`src/rtl/vq_block_decoder_pkg.sv`:
```
// Shared types and helpers for the block vector-quantisation decoder.
// The localparams describe the default 64x64, 1x1-codeword, 64-entry configuration.
package vq_pkg;

    localparam int N     = 1;
    localparam int BX    = 64;
    localparam int NB    = 4096;
    localparam int IDX_W = 6;

    typedef enum logic [1:0] {
        IDLE  = 2'd0,
        TAG   = 2'd1,
        FETCH = 2'd2,
        DONE  = 2'd3
    } vq_state_e;

    // Counter width that never collapses to zero bits for single-value ranges.
    function automatic int cnt_w(input int n);
        return (n > 1) ? $clog2(n) : 1;
    endfunction

    function automatic logic [31:0] calc_pic_addr(
        input logic [31:0] by,
        input logic [31:0] r,
        input logic [31:0] bx,
        input logic [31:0] c,
        input logic [31:0] blk_w,
        input logic [31:0] blk_h,
        input logic [31:0] img_w
    );
        return (by * blk_h + r) * img_w + bx * blk_w + c;
    endfunction

endpackage

```
`src/rtl/vq_block_decoder_addr_gen.sv`:
```
// Block/row/column/element counters walking the picture one codeword at a time,
// producing the tag address, codebook offset and picture address of the current element.
module vq_addr_gen
    import vq_pkg::*;
#(
    parameter int IMG_W  = 64,
    parameter int IMG_H  = 64,
    parameter int BLK_W  = 1,
    parameter int BLK_H  = 1,
    parameter int ADDR_W = 20
) (
    input  logic              clk,
    input  logic              rst_n,
    input  logic              clear,
    input  logic              advance,
    output logic [ADDR_W-1:0] blk_addr,
    output logic [ADDR_W-1:0] cb_off,
    output logic [ADDR_W-1:0] pic_a,
    output logic              first_elem,
    output logic              last_elem,
    output logic              last_blk
);

    localparam int BLK_N   = BLK_W * BLK_H;
    localparam int BLK_X   = IMG_W / BLK_W;
    localparam int BLK_Y   = IMG_H / BLK_H;
    localparam int BLK_NUM = BLK_X * BLK_Y;
    localparam int CW = cnt_w(BLK_W);
    localparam int RW = cnt_w(BLK_H);
    localparam int EW = cnt_w(BLK_N);
    localparam int XW = cnt_w(BLK_X);
    localparam int YW = cnt_w(BLK_Y);
    localparam int BW = cnt_w(BLK_NUM);

    logic [CW-1:0] c_r;
    logic [RW-1:0] r_r;
    logic [EW-1:0] e_r;
    logic [XW-1:0] bx_r;
    logic [YW-1:0] by_r;
    logic [BW-1:0] b_r;
    logic [31:0]   pa_s;
    logic          unused_pa_s;

    // Element counter with row/column split, then block counters in raster order.
    always_ff @(posedge clk or negedge rst_n) begin
        if (!rst_n) begin
            c_r  <= {CW{1'b0}};
            r_r  <= {RW{1'b0}};
            e_r  <= {EW{1'b0}};
            bx_r <= {XW{1'b0}};
            by_r <= {YW{1'b0}};
            b_r  <= {BW{1'b0}};
        end else if (clear) begin
            c_r  <= {CW{1'b0}};
            r_r  <= {RW{1'b0}};
            e_r  <= {EW{1'b0}};
            bx_r <= {XW{1'b0}};
            by_r <= {YW{1'b0}};
            b_r  <= {BW{1'b0}};
        end else if (advance) begin
            if (last_elem) begin
                c_r <= {CW{1'b0}};
                r_r <= {RW{1'b0}};
                e_r <= {EW{1'b0}};
                b_r <= last_blk ? {BW{1'b0}} : b_r + BW'(1'b1);
                if (bx_r == XW'(BLK_X - 1)) begin
                    bx_r <= {XW{1'b0}};
                    by_r <= (by_r == YW'(BLK_Y - 1)) ? {YW{1'b0}} : by_r + YW'(1'b1);
                end else begin
                    bx_r <= bx_r + XW'(1'b1);
                end
            end else begin
                e_r <= e_r + EW'(1'b1);
                if (c_r == CW'(BLK_W - 1)) begin
                    c_r <= {CW{1'b0}};
                    r_r <= r_r + RW'(1'b1);
                end else begin
                    c_r <= c_r + CW'(1'b1);
                end
            end
        end
    end

    assign pa_s = calc_pic_addr(32'(by_r), 32'(r_r), 32'(bx_r), 32'(c_r),
                                32'(BLK_W), 32'(BLK_H), 32'(IMG_W));
    assign unused_pa_s = ^pa_s[31:ADDR_W];

    assign pic_a      = pa_s[ADDR_W-1:0];
    assign blk_addr   = ADDR_W'(b_r);
    assign cb_off     = ADDR_W'(e_r);
    assign first_elem = (e_r == {EW{1'b0}});
    assign last_elem  = (e_r == EW'(BLK_N - 1));
    assign last_blk   = (bx_r == XW'(BLK_X - 1)) && (by_r == YW'(BLK_Y - 1));

endmodule

```
`src/rtl/vq_block_decoder.sv`:
```
// Vector-quantisation decompressor: reads one tag per block, copies the selected
// codeword into the picture RAM at one pixel per cycle, flags out-of-range tags.
module vq_block_decoder
    import vq_pkg::*;
#(
    parameter int IMG_W    = 64,
    parameter int IMG_H    = 64,
    parameter int BLK_W    = 1,
    parameter int BLK_H    = 1,
    parameter int CB_DEPTH = 64,
    parameter int PIX_W    = 24,
    parameter int ADDR_W   = 20
) (
    input  logic              clk,
    input  logic              rst_n,
    input  logic              start,
    output logic              busy,
    output logic              done,
    output logic              tag_err,
    output logic [ADDR_W-1:0] RAM_W_A,
    output logic              RAM_W_OE,
    output logic              RAM_W_WE,
    output logic [PIX_W-1:0]  RAM_W_D,
    input  logic [PIX_W-1:0]  RAM_W_Q,
    output logic [ADDR_W-1:0] RAM_TAG_A,
    output logic              RAM_TAG_OE,
    output logic              RAM_TAG_WE,
    output logic [PIX_W-1:0]  RAM_TAG_D,
    input  logic [PIX_W-1:0]  RAM_TAG_Q,
    output logic [ADDR_W-1:0] RAM_PIC_A,
    output logic              RAM_PIC_OE,
    output logic              RAM_PIC_WE,
    output logic [PIX_W-1:0]  RAM_PIC_D,
    input  logic [PIX_W-1:0]  RAM_PIC_Q
);

    localparam int BLK_N     = BLK_W * BLK_H;
    localparam int TAG_IDX_W = cnt_w(CB_DEPTH);

    vq_state_e             state_r, state_n;
    logic                  accept_s;
    logic                  busy_r, done_r, tag_err_r;
    logic [TAG_IDX_W-1:0]  idx_r, idx_s;
    logic                  blk_err_r, err_s;
    logic                  wr_en_r, wr_err_r;
    logic [ADDR_W-1:0]     wr_addr_r;
    logic [ADDR_W-1:0]     blk_addr_s, cb_off_s, pic_a_s;
    logic                  first_elem_s, last_elem_s, last_blk_s;
    logic                  unused_pic_q_s;

    vq_addr_gen #(
        .IMG_W  (IMG_W),
        .IMG_H  (IMG_H),
        .BLK_W  (BLK_W),
        .BLK_H  (BLK_H),
        .ADDR_W (ADDR_W)
    ) u_addr_gen (
        .clk        (clk),
        .rst_n      (rst_n),
        .clear      (accept_s),
        .advance    (state_r == FETCH),
        .blk_addr   (blk_addr_s),
        .cb_off     (cb_off_s),
        .pic_a      (pic_a_s),
        .first_elem (first_elem_s),
        .last_elem  (last_elem_s),
        .last_blk   (last_blk_s)
    );

    // Next-state logic; in DONE a restart is taken only once the final write has drained.
    always_comb begin
        state_n  = state_r;
        accept_s = 1'b0;
        case (state_r)
            IDLE: begin
                if (start) begin
                    state_n  = TAG;
                    accept_s = 1'b1;
                end else begin
                    state_n = IDLE;
                end
            end
            TAG: state_n = FETCH;
            FETCH: begin
                if (last_elem_s) begin
                    state_n = last_blk_s ? DONE : TAG;
                end else begin
                    state_n = FETCH;
                end
            end
            DONE: begin
                if (start && done_r) begin
                    state_n  = TAG;
                    accept_s = 1'b1;
                end else begin
                    state_n = DONE;
                end
            end
            default: state_n = IDLE;
        endcase
    end

    // Tag arrives from RAM on the first element of a block; later elements use the held copy.
    always_comb begin
        idx_s = idx_r;
        err_s = blk_err_r;
        if ((state_r == FETCH) && first_elem_s) begin
            idx_s = RAM_TAG_Q[TAG_IDX_W-1:0];
            err_s = |RAM_TAG_Q[PIX_W-1:TAG_IDX_W];
        end else begin
            idx_s = idx_r;
            err_s = blk_err_r;
        end
    end

    // RAM address/enable muxing; addresses park at zero when a port is idle.
    always_comb begin
        RAM_TAG_A  = {ADDR_W{1'b0}};
        RAM_TAG_OE = 1'b0;
        RAM_W_A    = {ADDR_W{1'b0}};
        RAM_W_OE   = 1'b0;
        if (state_r == TAG) begin
            RAM_TAG_A  = blk_addr_s;
            RAM_TAG_OE = 1'b1;
        end else if (state_r == FETCH) begin
            RAM_W_A  = ADDR_W'(idx_s) * ADDR_W'(BLK_N) + cb_off_s;
            RAM_W_OE = 1'b1;
        end else begin
            RAM_TAG_A = {ADDR_W{1'b0}};
            RAM_W_A   = {ADDR_W{1'b0}};
        end
    end

    // FSM state, status flags and the one-cycle write pipeline behind FETCH.
    always_ff @(posedge clk or negedge rst_n) begin
        if (!rst_n) begin
            state_r   <= IDLE;
            busy_r    <= 1'b0;
            done_r    <= 1'b0;
            tag_err_r <= 1'b0;
            idx_r     <= {TAG_IDX_W{1'b0}};
            blk_err_r <= 1'b0;
            wr_en_r   <= 1'b0;
            wr_err_r  <= 1'b0;
            wr_addr_r <= {ADDR_W{1'b0}};
        end else begin
            state_r   <= state_n;
            // A FETCH cycle always leaves one write outstanding for the next cycle.
            busy_r    <= (state_n == TAG) || (state_n == FETCH) || (state_r == FETCH);
            done_r    <= (state_n == DONE) && (state_r == DONE);
            idx_r     <= idx_s;
            blk_err_r <= err_s;
            if (accept_s) begin
                tag_err_r <= 1'b0;
            end else if ((state_r == FETCH) && first_elem_s && err_s) begin
                tag_err_r <= 1'b1;
            end
            wr_en_r   <= (state_r == FETCH);
            wr_err_r  <= (state_r == FETCH) ? err_s : 1'b0;
            wr_addr_r <= (state_r == FETCH) ? pic_a_s : {ADDR_W{1'b0}};
        end
    end

    assign busy    = busy_r;
    assign done    = done_r;
    assign tag_err = tag_err_r;

    assign RAM_PIC_A  = wr_addr_r;
    assign RAM_PIC_WE = wr_en_r;
    assign RAM_PIC_OE = 1'b0;
    assign RAM_PIC_D  = (wr_en_r && !wr_err_r) ? RAM_W_Q : {PIX_W{1'b0}};

    assign RAM_W_WE   = 1'b0;
    assign RAM_W_D    = {PIX_W{1'b0}};
    assign RAM_TAG_WE = 1'b0;
    assign RAM_TAG_D  = {PIX_W{1'b0}};

    assign unused_pic_q_s = ^RAM_PIC_Q;

endmodule

```
`config.mk`:
```
export PLATFORM = sky130hd
export DESIGN_NAME = vq_block_decoder
export DESIGN_NICKNAME = d
export VERILOG_FILES = /design/src/rtl/vq_block_decoder_pkg.sv /design/src/rtl/vq_block_decoder_addr_gen.sv /design/src/rtl/vq_block_decoder.sv
export SDC_FILE = /design/constraint.sdc
export NUM_CORES = 1
export LEC_CHECK = 0
export BUFFER_PORTS_ARGS = -buffer_cell sky130_fd_sc_hd__buf_2
export CAP_MARGIN = 15
export CORE_MARGIN = 4
export CORE_UTILIZATION = 47
export CTS_CLUSTER_SIZE = 16
export DETAILED_ROUTE_END_ITERATION = 12
export HOLD_SLACK_MARGIN = 0.02
export PLACE_DENSITY = 0.83
export SLEW_MARGIN = 5
export SYNTH_ARGS = -nofsm -noshare
export SYNTH_HDL_FRONTEND = slang
export SYNTH_HIERARCHICAL = 1
export SYNTH_SLANG_ARGS = --single-unit
```
`constraint.sdc`:
```
create_clock -name clk -period 2.65 [get_ports clk]
set_input_delay 0.1325 -clock clk [delete_from_list [all_inputs] [get_ports clk]]
set_output_delay 0.1325 -clock clk [all_outputs]
set_load 0.02 [all_outputs]
```
# Word level (Yosys, flattened, before mapping)
# Index checks and enable logic that the tools add are counted.
totals:
  output_inout_bits: 141
  register_bits: 61
classes:
  mux: 45
  eq_ne: 10
  addsub: 10
  bitwise_logic: 1
  reduce_logical: 17
ops:
  columns: ["op", "count"]
  rows:
  - ["12-bit two-way mux", 5]
  - ["6-bit two-way mux", 10]
  - ["24-bit two-way mux", 1]
  - ["1-bit two-way mux", 21]
  - ["20-bit by 1-bit adder with 20-bit output", 1]
  - ["20-bit by 6-bit adder with 20-bit output", 1]
  - ["20-bit two-way mux", 1]
  - ["18-bit OR reduction", 1]
  - ["6-bit by 1-bit adder with 7-bit output", 2]
  - ["7-bit two-way mux", 2]
  - ["12-bit by 1-bit adder with 12-bit output, second input constant", 1]
  - ["6-bit by 1-bit adder with 6-bit output, second input constant", 2]
  - ["6-bit equality test, second input constant", 2]
  - ["2-bit equality test, second input constant", 4]
  - ["2-bit case mux with 4 select lines", 1]
  - ["1-bit logical AND", 6]
  - ["2-bit two-way mux", 3]
  - ["2-bit nonzero test", 3]
  - ["2-bit by 1-bit equality test with 1-bit output, second input constant", 2]
  - ["2-bit AND reduction", 2]
  - ["1-bit adder, second input constant", 3]
  - ["3-bit != test, second input constant", 1]
  - ["3-bit AND reduction", 1]
  - ["2-bit logical NOT", 1]
  - ["other kinds (5)", 6]

# Longest topological paths before layout
# Gate-level depths: netlist (run 1).
depth:
  ltp_word: 8
  ltp_mapped: 13
  depth_no_buf: 12

# Modules after synthesis
# The synthesis (run 1) kept the hierarchy.
modules_own_cells:
  columns: ["mod", "cells_each", "area_per_inst_um2", "n_inst", "seq_area_each_um2"]
  rows:
  - ["vq_block_decoder", 293, 2647.5, 1, 850.8]
  - ["vq_addr_gen", 160, 1514.0, 1, 600.6]

# Worst setup path before layout (run 1)
# OpenSTA, ideal clock, no wires.
synth_timing:
  path_kind: "register to output"
  startpoint: "register state_r[0]"
  endpoint: "output port RAM_W_A[4]"
  arrival_ns: 2.360
  setup_slack_ns: 0.158
  path_stages_with_launch: 10
  path_cell_list: "dfrtp_1 > inv_1 > ha_1 > clkbuf_1 > nand2_1 > mux2_2 > ha_1 > inv_1 > and3_2 > nor3_1"
synth_via:
  elab_chain_cells: 6
  word_cells_on_any_way: 7
  classes_between: "add/sub: 1; eq/ne: 2; mux: 3; reduce/logical: 1"
synth_rtl:
  columns: ["item", "line_no", "source"]
  rows:
  - ["start: declaration", "vq_block_decoder.sv:40", "vq_state_e state_r, state_n;"]
  - ["start signal: assignment", "vq_block_decoder.sv:147", "state_r <= state_n;"]
  - ["2-bit equality test", "vq_block_decoder.sv:107", "if ((state_r == FETCH) && first_elem_s) begin"]
  - ["1-bit logical AND", "vq_block_decoder.sv:107", null]
  - ["6-bit two-way mux", "vq_block_decoder.sv:107", null]
  - ["named net idx_s[4]", "vq_block_decoder.sv:43", "logic [TAG_IDX_W-1:0] idx_r, idx_s;"]
  - ["6-bit by 1-bit adder with 7-bit output", "vq_block_decoder.sv:126", "RAM_W_A = ADDR_W'(idx_s) * ADDR_W'(BLK_N) + cb_off_s;"]
  - ["7-bit two-way mux", "vq_block_decoder.sv:125", "end else if (state_r == FETCH) begin"]
  - ["7-bit two-way mux", "vq_block_decoder.sv:122", "if (state_r == TAG) begin"]
  - ["end: declaration", "vq_block_decoder.sv:20", "output logic [ADDR_W-1:0] RAM_W_A,"]
# The timed path passes the listed nets, and every way through them passes these cells.

# Worst setup path after layout (run 1)
# Ends and elaborated chain as after synthesis.

==> impl_metrics.ini, run 1 <==
[status]
run_status = completed

[clock_tree]
tritoncts = done
cts_max_path_buffers = 2
clk_root_buffer_cell = sky130_fd_sc_hd__clkbuf_8
cts.clk_slew.worst_paths_ns = 0.06
h-tree-depth = 3
clock_sink_count = 58
clk-insertion-delay-late_ns = 0.33
number_of_clock_buffers_inserted_by_tritoncts = 9

[routing]
drt-initial-drc-count = 76
totalWireLength_um = 9090
routed_wire_length_per_instance_um = 13.3
vias = 3272
drc_errors = 0
router_iterations_before_antenna_repair = 4
post_drt_via_cell_ratio = 4.78
route.antenna.remaining_nets = 0

[worst_setup_path]
path_class = reg -> out
critPathArrivalTime_ns = 2.36
category_of_the_worst_setup_path_capture_point = output port
kind_of_start_point_of_the_critical_path = flip-flop
required_ns = 2.52
r2r_cells = 7
path_max_fanout = 8

[synthesis]
async_flop_share = 1.00
syn_avg_cell_area_um2 = 9.19
postSynthCellCount = 453
top_cells_by_area_synth = sky130_fd_sc_hd__dfrtp_1, sky130_fd_sc_hd__buf_4, sky130_fd_sc_hd__and2_1, sky130_fd_sc_hd__ha_1, sky130_fd_sc_hd__xnor2_1
synth_edf_count = 0
synth_top_cell_by_area = sky130_fd_sc_hd__dfrtp_1
synth_top_cell_area_share = 0.349
dominantRegCellSynth = sky130_fd_sc_hd__dfrtp_1
ys_seq_area_frac = 0.349
yosys_synthesis_warning_count = 6
synth-seq-cells = 58
mappedNetlistArea_um2 = 4160
netlist-cell-type-count = 56

[hold_path]
min_path_type = in -> reg
cell_depth_of_the_worst_min_delay_path = 2

[pwr]
power_density_nw_per_um2 = 902
irDropWorstVdd_mv = 0.580
totalPowerFinal_mw = 4.26
power.leakage_nw = 2.50

[grt]
wire_length_of_the_first_global_routing_pass_um = 13700
grt_pass1_vias = 3023
grt_overflow_total = 0
groute.usage.overall = 0.166
grt_max_degree = 42
antenna_found_initial = 0

[sta]
final_hold_viol_count = 0
layout_worst_path_cycle_share = 0.940
slew_violations = 0
fmax_mhz = 402
timing.final.setup_violations = 0
max_slew.worst_pin.slew_ns = 0.632
timing.final.crit_period_ns = 2.49
timing.final.ws_setup_ns = 0.160
tns_ns = 0
final.setup_skew_ns = 0.00791
max-slew-margin-rel = 0.579
grt_setup_unrepaired = no

[placed_design]
dp_hpwl_um = 7070
port-buffer-count = 118
routabilityCongestion = 0.880
post-place-cells = 667
place_worst_setup_slack_ns = 0.202

[finish]
fillers = 803
multi_input_comb_area_um2 = 2250
area_delta_synth_final_pct = 13.6
post_route_cells_drive_above_1_share = 0.292
finish.cell_count_without_fillers = 685
net_count_of_the_finished_layout = 665
final-seq-area_um2 = 1450

[floorplanning]
die_w_um = 102
core-area_um2 = 8680
die_y_um = 102
start_util = 0.480
std_cell_rows = 34
die_area_um2 = 10400
pin_count = 216

[flow_run]
max_cap_violations = 0
## placed cells by master (no fill, tap or decap), types with 7 or more instances in the layout
master	netlist	final
sky130_fd_sc_hd__a21oi_1	15	15
sky130_fd_sc_hd__and2_1	66	66
sky130_fd_sc_hd__buf_2	0	118
sky130_fd_sc_hd__clkbuf_8	1	10
sky130_fd_sc_hd__conb_1	3	89
sky130_fd_sc_hd__dfrtp_1	58	58
sky130_fd_sc_hd__ha_1	17	16
sky130_fd_sc_hd__inv_1	14	12
sky130_fd_sc_hd__nand2_1	14	13
sky130_fd_sc_hd__nand3_1	9	9
sky130_fd_sc_hd__nor2_1	42	42
sky130_fd_sc_hd__nor3_1	7	7
sky130_fd_sc_hd__nor4_1	10	10
sky130_fd_sc_hd__xnor2_1	19	19
sky130_fd_sc_hd__xor2_1	14	14
## critical path, stage by stage, from the launching register on
cell                      delay (ns)
sky130_fd_sc_hd__dfrtp_1        0.37
sky130_fd_sc_hd__inv_1          0.10
sky130_fd_sc_hd__ha_2           0.23
sky130_fd_sc_hd__nand2_4        0.12
sky130_fd_sc_hd__mux2_2         0.36
sky130_fd_sc_hd__ha_1           0.35
sky130_fd_sc_hd__inv_2          0.12
sky130_fd_sc_hd__and3_2         0.17
sky130_fd_sc_hd__nor3_1         0.04
sky130_fd_sc_hd__buf_2          0.17
## what timing repair did
action | in CTS | in global routing
endpoints found under the hold margin | 20 | 0
cloned | 0 | 0
resized for setup | 2 | 4
setup buffers | 0 | 1
setup endpoints to repair | 4 | 5
hold buffers | 1 | 0
## final timing paths
kind | from | end | slack [ns]
worst min-delay path | RAM_TAG_Q[2] | idx_r[2]$_DFF_PN0_ | 0.06
worst min register to register | idx_r[5]$_DFF_PN0_ | idx_r[5]$_DFF_PN0_ | 0.50
worst max register to register | state_r[0]$_DFF_PN0_ | busy$_DFF_PN0_ | 0.45
max in group asynchronous | rst_n | idx_r[0]$_DFF_PN0_ | 1.49
worst max-delay path | state_r[0]$_DFF_PN0_ | RAM_W_A[4] | 0.16
min in group asynchronous | rst_n | RAM_PIC_WE$_DFF_PN0_ | 0.29
## flip-flops by register name (all words and copies together), names as in the netlist
name             flops
RAM_PIC_WE           1
u_addr_gen/by_r      6
done                 1
state_r              2
busy                 1
tag_err              1
u_addr_gen/bx_r      6
wr_err_r             1
blk_err_r            1
idx_r                6
u_addr_gen/b_r      12
RAM_PIC_A           20
## cell families (layout without fill, tap and decap cells)
group,count (synthesis),count (layout),synth area share
xor gates and xnor gates,33,33,0.0695
adders and majority gates,18,18,0.0559
AOI/OAI and AO/OA,43,43,0.0776
and+or+nand+nor,174,174,0.234
other,3,90,0.00271
muxes,7,7,0.0186
DFF,58,58,0.349
buffers and inverters,117,154,0.193
## cell type report
type | instances | area share
sequential | 58 | 0.307
tap | 108 | 0.0286
antenna | 1 | 0.000530
timing repair buffer | 124 | 0.136
clock inverter | 5 | 0.0116
clock buffer | 10 | 0.0291
multi-input combinational | 364 | 0.475
inverter | 15 | 0.0119
## layer usage
layer	track usage	wire, µm
met1	0.178	3200
met2	0.317	4900
met3	0.0246	772
met4	0.0767	219
met5	0	0
## cell usage after synthesis (2+ instances only)
cell	n
sky130_fd_sc_hd__a21oi_1	15
sky130_fd_sc_hd__conb_1	3
sky130_fd_sc_hd__xnor2_1	19
sky130_fd_sc_hd__inv_1	14
sky130_fd_sc_hd__o211ai_1	3
sky130_fd_sc_hd__o2111ai_1	2
sky130_fd_sc_hd__o21ai_0	6
sky130_fd_sc_hd__nor4_1	10
sky130_fd_sc_hd__and2_1	66
sky130_fd_sc_hd__nor2_1	42
sky130_fd_sc_hd__mux2_2	6
sky130_fd_sc_hd__clkbuf_1	9
sky130_fd_sc_hd__ha_1	17
sky130_fd_sc_hd__nand2_1	14
sky130_fd_sc_hd__xor2_1	14
sky130_fd_sc_hd__buf_4	90
sky130_fd_sc_hd__nor3_1	7
sky130_fd_sc_hd__nand2b_1	2
sky130_fd_sc_hd__dfrtp_1	58
sky130_fd_sc_hd__and4_1	2
sky130_fd_sc_hd__buf_6	2
sky130_fd_sc_hd__a21o_1	2
sky130_fd_sc_hd__a21oi_2	2
sky130_fd_sc_hd__nand4_1	5
sky130_fd_sc_hd__and3_1	4
sky130_fd_sc_hd__nand3_1	9
## per-stage QoR
step	area, µm²	utilization	hold WS [ns]
6_report	4730	0.545	0.0582
3_5_place_dp	4500	0.518	0.132
2_1_floorplan	4480	-	-0.163
4_1_cts	4710	0.543	0.0408
5_1_grt	4720	0.544	0.0500
3_3_place_gp	4500	0.518	0.112
## power by group
group / total (mW) / switching (mW) / internal [mW]
Combinational: 2.21 / 1.45 / 0.766
Sequential: 1.25 / 0.153 / 1.10
Clock: 0.799 / 0.348 / 0.451
(Power assumes the default switching activity.)
==> inputs of run 2 (changes only) <==
--- a/constraint.sdc
+++ b/constraint.sdc
@@ -3,2 +3,2 @@
 set_output_delay 0.1325 -clock clk [all_outputs]
-set_load 0.02 [all_outputs]
+set_load 0.1 [all_outputs]
==> impl_metrics.ini, run 2 (synthesis results as in run 1) <==
[clock_tree]
clk-insertion-delay-late_ns = 0.33
tritoncts = done
h-tree-depth = 3
number_of_clock_buffers_inserted_by_tritoncts = 9
clock_sink_count = 58
cts.clk_slew.worst_paths_ns = 0.06
cts_max_path_buffers = 2
clk_root_buffer_cell = sky130_fd_sc_hd__clkbuf_8
post_cts_setup_buffers = 0

[sta]
timing.final.setup_violations = 0
max_slew.worst_pin.slew_ns = 2.05
max-slew-margin-rel = -0.361
final.setup_skew_ns = 0.0115
slew_violations = 13
grt_setup_unrepaired = no
fmax_mhz = 396
timing.final.ws_setup_ns = 0.126
timing.final.crit_period_ns = 2.52
final_hold_viol_count = 0
layout_worst_path_cycle_share = 0.952

[worst_setup_path]
slowest_delay_ns = 0.39
required_ns = 2.52
list_of_cells_traversed_by_the_critical_path = inv_1 > ha_2 > nand2_4 > mux2_2 > ha_2 > inv_2 > and3_2 > nor3_4 > buf_12
critical_path.most_common_cell = sky130_fd_sc_hd__ha_2
path_class = reg -> out
cpMaxStageDelayCell = sky130_fd_sc_hd__dfrtp_1
critPathArrivalTime_ns = 2.39
category_of_the_worst_setup_path_capture_point = output port
path_max_fanout = 8
kind_of_start_point_of_the_critical_path = flip-flop

[finish]
largest_register_ff_count = 20
net_count_of_the_finished_layout = 665
finish.cell_count_without_fillers = 686
fillers = 755
layout.cells.most_common = sky130_fd_sc_hd__buf_2
layout.cells.most_common_list = sky130_fd_sc_hd__buf_2, sky130_fd_sc_hd__conb_1, sky130_fd_sc_hd__and2_1, sky130_fd_sc_hd__dfrtp_1, sky130_fd_sc_hd__nor2_1
area_delta_synth_final_pct = 16.4
multi_input_comb_area_um2 = 2310
post_route_cells_drive_above_1_share = 0.307
final-seq-area_um2 = 1450

[placed_design]
dp_hpwl_um = 7100
routabilityCongestion = 0.774
post-place-cells = 668
place_worst_setup_slack_ns = 0.216
port-buffer-count = 118

[grt]
grt_max_degree = 41
grt_pass1_vias = 2989
antenna_found_initial = 0
wire_length_of_the_first_global_routing_pass_um = 13400
grt_overflow_total = 0
groute.usage.overall = 0.163

[floorplanning]
die_y_um = 102
std_cell_rows = 34
pin_count = 216
core-area_um2 = 8680
start_util = 0.480
die_w_um = 102
die_area_um2 = 10400

[flow_run]
max_cap_violations = 0

[status]
run_status = finished with violations
failed_checks = slew limit

[routing]
drc_errors = 0
totalWireLength_um = 8970
route.antenna.remaining_nets = 0
post_drt_via_cell_ratio = 4.58
vias = 3144
drt-initial-drc-count = 81
router_iterations_before_antenna_repair = 4
routed_wire_length_per_instance_um = 13.1

[hold_path]
min_path_type = in -> reg
## run 2: changes by cell type in the layout (fill, tap and decap cells not counted), moves of 2 or more
cell and change:
sky130_fd_sc_hd__nor2_4 +2, sky130_fd_sc_hd__nor3_1 -2, sky130_fd_sc_hd__ha_1 -2, sky130_fd_sc_hd__nor3_4 +2, sky130_fd_sc_hd__buf_12 +2, sky130_fd_sc_hd__nor2_1 -4
sky130_fd_sc_hd__buf_4 +2, sky130_fd_sc_hd__buf_2 -5, sky130_fd_sc_hd__nor2_2 +2
## run 2: worst max-delay path: cells and delay by family, from the launching register on
| kind | cells | cell delay [ns] |
|---|---|---|
| adders and majority gates | 2 | 0.54 |
| buffers and inverters | 3 | 0.40 |
| muxes | 1 | 0.37 |
| DFF | 1 | 0.39 |
| and+or+nand+nor | 3 | 0.36 |
## run 2: timing repair
| item | in CTS | in global routing |
|---|---|---|
| setup endpoints to repair | 4 | 4 |
| endpoints found under the hold margin | 23 | 0 |
| pin swaps | 0 | 1 |
| hold buffers | 1 | 0 |
| resized for setup | 5 | 8 |
## run 2: final timing paths
check / from / to / slack, ns / cells past startpoint
worst min register to register: idx_r[2]$_DFF_PN0_ / idx_r[2]$_DFF_PN0_ / 0.50 / 1
min in group asynchronous: rst_n / u_addr_gen/b_r[7]$_DFFE_PN0P_ / 0.31 / 2
worst max register to register: state_r[0]$_DFF_PN0_ / busy$_DFF_PN0_ / 0.36 / 7
worst min-delay path: RAM_TAG_Q[0] / idx_r[0]$_DFF_PN0_ / 0.07 / 2
worst max-delay path: state_r[0]$_DFF_PN0_ / RAM_W_A[4] / 0.13 / 9
max in group asynchronous: rst_n / idx_r[0]$_DFF_PN0_ / 1.48 / 3
## run 2: stage by stage
step / util / cell area [µm²] / setup TNS, ns / hold WS (ns)
floorplan: - / 4530 / -0.0222 / -0.163
global placement: 0.528 / 4580 / 0 / 0.130
detailed placement: 0.528 / 4580 / 0 / 0.149
CTS: 0.555 / 4820 / 0 / 0.0482
global route: 0.558 / 4840 / 0 / 0.0552
finish: 0.558 / 4840 / 0 / 0.0688
## run 2: final cells by class
class / instances / share of cell area
multi-input combinational: 364 / 0.477
sequential: 58 / 0.300
timing repair buffer: 124 / 0.141
clock buffer: 12 / 0.0320
tap: 108 / 0.0279
inverter: 15 / 0.0116
clock inverter: 4 / 0.0103
antenna: 1 / 0.000517
## run 2: metal layers
metal | track usage | up-vias | part of all wire
met4 | 0.0585 | 0 | 0.0090
met2 | 0.310 | 120 | 0.54
met1 | 0.172 | 1466 | 0.36
met3 | 0.0437 | 7 | 0.084
li1 | - | 1551 | -
met5 | 0 | - | 0
Power of run 2 is left out: the tool's default activity adds up to more than one toggle a clock period on the data nets, which glitch-free logic cannot reach.
